[src/rtl/ir_fusion_if.sv]
// ir_fusion_if: IR sample, derivative and heading bundle between the sensor front end and ir_fusion.
interface ir_fusion_if #(
    parameter int W = 12
);
    logic                  ir_vld;
    logic                  lft_opn;
    logic                  rght_opn;
    logic        [W-1:0]   lft_IR;
    logic        [W-1:0]   rght_IR;
    logic signed [W-4:0]   IR_Dtrm;
    logic                  en_fusion;
    logic signed [W-1:0]   dsrd_hdng;
    logic signed [W-1:0]   dsrd_hdng_adj;
    logic                  adj_vld;
    logic                  fill;
    modport master (
        output ir_vld, lft_opn, rght_opn, lft_IR, rght_IR, IR_Dtrm, en_fusion, dsrd_hdng,
        input  dsrd_hdng_adj, adj_vld, fill
    );
    modport slave (
        input  ir_vld, lft_opn, rght_opn, lft_IR, rght_IR, IR_Dtrm, en_fusion, dsrd_hdng,
        output dsrd_hdng_adj, adj_vld, fill
    );
endinterface

[src/rtl/ir_fusion.sv]
// ir_fusion: moving average of IR wall error fused with IR_Dtrm into the desired heading.
// Define IR_FUSION_SAT_EN to clamp the correction to +/-(2^(W-3)-1) before the heading add.
module ir_fusion #(
    parameter int             W        = 12,
    parameter logic [W-1:0]   NOM_IR   = 12'h970,
    parameter int             AVG_LOG2 = 2
) (
    input logic        clk,
    input logic        rst_n,
    ir_fusion_if.slave bus
);
    localparam int D  = 1 << AVG_LOG2;
    localparam int PW = AVG_LOG2 > 0 ? AVG_LOG2 : 1;
    localparam int SW = W + 1 + AVG_LOG2;
    localparam int CW = AVG_LOG2 + 1;

    typedef enum logic [1:0] {EMPTY, FILL, RUN} state_t;

    state_t              state, state_nxt;
    logic signed [W:0]   buf_q [D];
    logic signed [W:0]   l_x, r_x, n_x, half, err, oldest, avg, dt_x, corr_raw, corr;
    logic signed [SW-1:0] sum, sum_nxt;
    logic [PW-1:0]       wptr, wptr_nxt, base_ptr;
    logic [CW-1:0]       cnt, cnt_nxt;
    logic [1:0]          opn_q;
    logic                flush, wr, v1;

    assign l_x  = {1'b0, bus.lft_IR};
    assign r_x  = {1'b0, bus.rght_IR};
    assign n_x  = {1'b0, NOM_IR};
    assign half = (l_x - r_x) >>> 1;
    assign err  = bus.lft_opn && bus.rght_opn ? '0 :
                  bus.lft_opn ? n_x - r_x :
                  bus.rght_opn ? l_x - n_x : half;

    assign dt_x     = (W+1)'(bus.IR_Dtrm);
    assign corr_raw = ((avg >>> 5) + (dt_x <<< 2)) >>> 1;
`ifdef IR_FUSION_SAT_EN
    localparam logic signed [W:0] LIM = (W+1)'(2 ** (W - 3) - 1);
    assign corr = corr_raw > LIM ? LIM : corr_raw < -LIM ? -LIM : corr_raw;
`else
    assign corr = corr_raw;
`endif

    assign bus.fill = state == RUN;

    // A flush empties the window first so a coinciding sample lands as its first entry.
    always_comb begin
        flush     = !bus.en_fusion || (bus.ir_vld && {bus.lft_opn, bus.rght_opn} != opn_q);
        wr        = bus.ir_vld && bus.en_fusion;
        base_ptr  = flush ? '0 : wptr;
        oldest    = flush ? '0 : buf_q[base_ptr];
        sum_nxt   = flush ? '0 : sum;
        cnt_nxt   = flush ? '0 : cnt;
        wptr_nxt  = base_ptr;
        if (wr) begin
            sum_nxt  = sum_nxt + SW'(err) - SW'(oldest);
            wptr_nxt = base_ptr == PW'(D - 1) ? '0 : base_ptr + 1'b1;
            cnt_nxt  = cnt_nxt == CW'(D) ? cnt_nxt : cnt_nxt + 1'b1;
        end
        state_nxt = cnt_nxt == CW'(D) ? RUN : cnt_nxt != '0 ? FILL : EMPTY;
    end

    always_ff @(posedge clk or negedge rst_n) begin
        if (!rst_n)
            state <= EMPTY;
        else
            state <= state_nxt;
    end

    always_ff @(posedge clk or negedge rst_n) begin
        if (!rst_n) begin
            sum               <= '0;
            wptr              <= '0;
            cnt               <= '0;
            opn_q             <= '0;
            avg               <= '0;
            v1                <= 1'b0;
            bus.adj_vld       <= 1'b0;
            bus.dsrd_hdng_adj <= '0;
            for (int i = 0; i < D; i++) buf_q[i] <= '0;
        end else begin
            sum  <= sum_nxt;
            wptr <= wptr_nxt;
            cnt  <= cnt_nxt;
            avg  <= (W+1)'(sum_nxt >>> AVG_LOG2);
            if (bus.ir_vld) opn_q <= {bus.lft_opn, bus.rght_opn};
            for (int i = 0; i < D; i++) if (flush) buf_q[i] <= '0;
            if (wr) buf_q[base_ptr] <= err;
            v1                <= wr;
            bus.adj_vld       <= v1 && bus.en_fusion;
            bus.dsrd_hdng_adj <= bus.en_fusion ? bus.dsrd_hdng + corr[W-1:0] : bus.dsrd_hdng;
        end
    end
endmodule

[src/flat_wrapper.sv]
// flat-port wrapper written by rule: the top's interface ports become plain ports
module ir_fusion_flat 
#(
    parameter int             W        = 12,
    parameter logic [W-1:0]   NOM_IR   = 12'h970,
    parameter int             AVG_LOG2 = 2
)
  (clk, rst_n, bus_ir_vld, bus_lft_opn, bus_rght_opn, bus_lft_IR, bus_rght_IR, bus_IR_Dtrm, bus_en_fusion, bus_dsrd_hdng, bus_dsrd_hdng_adj, bus_adj_vld, bus_fill);
  ir_fusion_if #(.W(W)) bus_i ();
  input logic clk;
  input logic rst_n;
  input wire logic [$bits(bus_i.ir_vld)-1:0] bus_ir_vld;
  input wire logic [$bits(bus_i.lft_opn)-1:0] bus_lft_opn;
  input wire logic [$bits(bus_i.rght_opn)-1:0] bus_rght_opn;
  input wire logic [$bits(bus_i.lft_IR)-1:0] bus_lft_IR;
  input wire logic [$bits(bus_i.rght_IR)-1:0] bus_rght_IR;
  input wire logic [$bits(bus_i.IR_Dtrm)-1:0] bus_IR_Dtrm;
  input wire logic [$bits(bus_i.en_fusion)-1:0] bus_en_fusion;
  input wire logic [$bits(bus_i.dsrd_hdng)-1:0] bus_dsrd_hdng;
  output wire logic [$bits(bus_i.dsrd_hdng_adj)-1:0] bus_dsrd_hdng_adj;
  output wire logic [$bits(bus_i.adj_vld)-1:0] bus_adj_vld;
  output wire logic [$bits(bus_i.fill)-1:0] bus_fill;
  assign bus_i.ir_vld = bus_ir_vld;
  assign bus_i.lft_opn = bus_lft_opn;
  assign bus_i.rght_opn = bus_rght_opn;
  assign bus_i.lft_IR = bus_lft_IR;
  assign bus_i.rght_IR = bus_rght_IR;
  assign bus_i.IR_Dtrm = bus_IR_Dtrm;
  assign bus_i.en_fusion = bus_en_fusion;
  assign bus_i.dsrd_hdng = bus_dsrd_hdng;
  assign bus_dsrd_hdng_adj = bus_i.dsrd_hdng_adj;
  assign bus_adj_vld = bus_i.adj_vld;
  assign bus_fill = bus_i.fill;
  ir_fusion #(.W(W), .NOM_IR(NOM_IR), .AVG_LOG2(AVG_LOG2)) u_core (.clk(clk), .rst_n(rst_n), .bus(bus_i));
endmodule
[config.mk]
export PLATFORM = sky130hd
export DESIGN_NAME = ir_fusion_flat
export DESIGN_NICKNAME = d
export VERILOG_FILES = /design/src/rtl/ir_fusion_if.sv /design/src/rtl/ir_fusion.sv /design/src/flat_wrapper.sv
export SDC_FILE = /design/constraint.sdc
export NUM_CORES = 1
export LEC_CHECK = 0
export ABC_AREA = 1
export CORE_ASPECT_RATIO = 0.75
export CORE_MARGIN = 2
export CORE_UTILIZATION = 51
export CTS_CLUSTER_DIAMETER = 150
export DETAILED_ROUTE_END_ITERATION = 10
export PLACE_DENSITY = 0.78
export SLEW_MARGIN = 20
export SYNTH_ARGS = -nofsm -noshare
export SYNTH_HDL_FRONTEND = slang
export SYNTH_SLANG_ARGS = --single-unit
[constraint.sdc]
create_clock -name clk -period 4.3 [get_ports clk]
set_clock_uncertainty 0.1 [all_clocks]
set_input_delay 0.43 -clock clk [delete_from_list [all_inputs] [get_ports clk]]
set_output_delay 0.43 -clock clk [all_outputs]
set_load 0.01 [all_outputs]
==> impl_results.md <==
* Status: complete, but fails checks
* Failing checks: design-rule violations
* Netlist cell types at 51
* Fill count at 1178
* Synth Cell Area at 7078 µm²
* Commonest non-fill, non-tap cell in the layout: nand2_1
* Least-Margin Pin Slew at 0.9007 ns
* CTS Buf Count at 9
* Overall die width at 140.0 µm
* P&R area growth vs syn at 23.90%
* CTS tree: done
* Max FO, Critical Path at 4
* Worst Path Required at 4.42 ns
* Gr usage total at 0.2632
* DRC Markers at 6
* Mapped Cells at 949
* Clock Tree Buf Depth at 2
* Critical path arrival at 4.16 ns
* Antenna Violating Nets Remaining at 0
* FMAX at 247.4 MHz
* Vias in the first global route at 6467
* Clk slew on worst S/H paths at 0.07 ns
* Final Max Tran Viols at 0
* Synth top area share at 0.3182
* Largest net degree at the start of global routing at 71
* Worst min path class: primary input to async pin
* Mean Syn Cell Area at 7.458 µm²
* Max Cap Viol at 0
* Ports at 65
* Die ar. at 14850 µm²
* Row Count at 37
* Root buf cell: clkbuf_16
* Yosys warnings at 0
* CP Launch Type: primary input
* Final setup violation count at 0
* Final hold viol count at 0
* Syn nets at 1071
* Port Buffers at 64
* Commonest cells after routing, fill and taps aside: nand2_1 (213), inv_1 (124), dfrtp_1 (90)
* First-pass GRT wire length at 31.31 mm
* Final wirelength at 18.71 mm
* DRT Pass-1 Iters at 8
* Fin crit period at 4.041 ns
* Top cells by area, synth: dfrtp_1 (32%), nand2_1 (11%), ha_1 (9.5%), inv_1 (6.6%), fa_1 (4.8%)
* H-tree Lvls at 3
* Ys async rst share at 1.000
* Initial Utilization at 0.5183
* Placed cell area at 8442 µm²
* DR vias/cell at 5.349
* Die H at 106.0 µm
* Hold_buf cts at 0
* WL per Instance at 14.81 µm
* Post-synth EDFFs at 0
* Core Region at 13660 µm²
* Detailed placement HPWL at 14.53 mm
* Crit path kind: primary input to register
* Pwr Total at 3.490 mW
* # clock sinks at 90
* Crit. End Element: register
* Fin crit share at 0.9398
* Post-CTS setup buffers at 0
* Cell area after layout at 8770 µm²
* Yosys top cell by area: dfrtp_1
* Pwr Density at 397.9 nW/µm²
* Initial antenna violation count at 0
* TNS Setup at 0 ns
* Clock latency at the later pin of the worst-skew pair at 0.35 ns
* Sequential share of the synthesized area at 0.3182
* Iter 0 DRT Violations at 572
* Share of cells above drive strength 1 at 0.1553
* Worst Hold Slack at 0.09358 ns
* GRT overflow at 0
* Total number of vias at 6756
* Peak VDD IR at 0.2508 mV
* Leak at 4.410 nW
* Final WS setup at 0.2586 ns
* Gpl congestion at 0.9227
* Pre-CTS WS at -0.04782 ns
* Worst slew margin at 0.3995
* N_diodes at 0
* Final #Nets at 1205
* Synth Register Bits at 90
* Main synth FF type: dfrtp_1
[critical path, cell delays in order]
cell	delay [ns]
clkdlybuf4s50_1	0.47
inv_1	0.06
ha_1	0.36
a21oi_1	0.18
nand2_2	0.10
a21oi_2	0.21
nand2_1	0.11
a21oi_1	0.18
xor2_1	0.08
nand2_1	0.06
nand2_1	0.04
nand2_1	0.07
inv_2	0.05
fa_1	0.48
inv_1	0.04
ha_1	0.29
inv_1	0.09
nor4_1	0.05
buf_4	0.14
a21oi_1	0.12
o21ai_0	0.10
or2_2	0.28
nand3_1	0.06
o21ai_0	0.08
[per-layer routing]
layer  track usage  wire length [µm]
met1        0.3789              9078
met2        0.4011              7988
met3       0.06306              1444
met4       0.06638               200
met5             0                 0
[cell usage after synthesis, drive strengths merged (2+ instances only)]
cell type  instances
a21o               4
a21oi             68
a31oi              8
buf               14
clkbuf            13
dfrtp             90
fa                17
ha                54
inv              147
nand2            226
nand3             52
nand3b             2
nand4              9
nor2              53
nor3               5
o211ai            11
o21ai             94
o21bai             6
o22ai             28
or2                8
xnor2              9
xor2              19
[power breakdown]
| group | total [mW] | switching [mW] | internal (mW) | leakage [nW] |
|---|---|---|---|---|
| Clock | 0.790 | 0.382 | 0.409 | 0.146 |
| Combinational | 1.71 | 0.949 | 0.765 | 3.06 |
| Sequential | 0.986 | 0.0418 | 0.944 | 1.21 |
| Total | 3.49 | 1.37 | 2.12 | 4.41 |
[stage by stage]
stage	util	cells
after floorplan	-	949
after detailed placement	0.6181	1247
final	0.6421	1263
after global placement	0.6181	1247
after CTS	0.6396	1263
after global routing	0.6421	1263
[area by class of cell]
type	instances	area [µm²]	share of cell area
Multi-Input combinational cell	684	4155	0.4738
Clock buffer	9	225.2	0.02568
Tap cell	175	219.0	0.02497
Sequential cell	90	2252	0.2568
Timing Repair Buffer	150	1286	0.1467
Inverter	148	564.3	0.06435
Clock inverter	7	67.56	0.007704
[final timing paths]
check                           cells after the start  slack (ns)            endpoint       startpoint
worst max-delay path                               24        0.26      u_core.avg[11]   bus_rght_IR[3]
worst min-delay path                                1        0.09     u_core.opn_q[0]            rst_n
worst max register to register                     20        0.64      u_core.avg[11]  u_core.opn_q[0]
worst min register to register                      2        0.35  u_core.bus.adj_vld        u_core.v1
max in group asynchronous                           2        3.16    u_core.buf_q[19]            rst_n
min in group clk                                    2        0.35  u_core.bus.adj_vld        u_core.v1
[repair_timing]
item,4_1_cts,5_1_grt
resized for setup,0,10
setup endpoints to repair,0,3
endpoints found under the hold margin,0,0
[state kept, by name, summed over array words and instances, names as in the netlist]
signal and cells:
u_core.sum 2, u_core.v1 1, u_core.bus.dsrd_hdng_adj 12, u_core.bus.adj_vld 1, u_core.state 2, u_core.buf_q 52, u_core.wptr 2, u_core.opn_q 2
u_core.avg 13, u_core.cnt 3
[logic make-up (layout without fill, tap and decap cells)]
logic type	count (synthesis)	after routing	share of synthesized area
AOI/OAI and AO/OA	228	228	0.1833
xor gates and xnor gates	28	28	0.03465
adders and majority gates	71	71	0.1435
buffers and inverters	175	314	0.09899
DFF	90	90	0.3182
and+or+nand+nor	357	357	0.2213
Note: power is estimated with default switching activity, not from simulation.
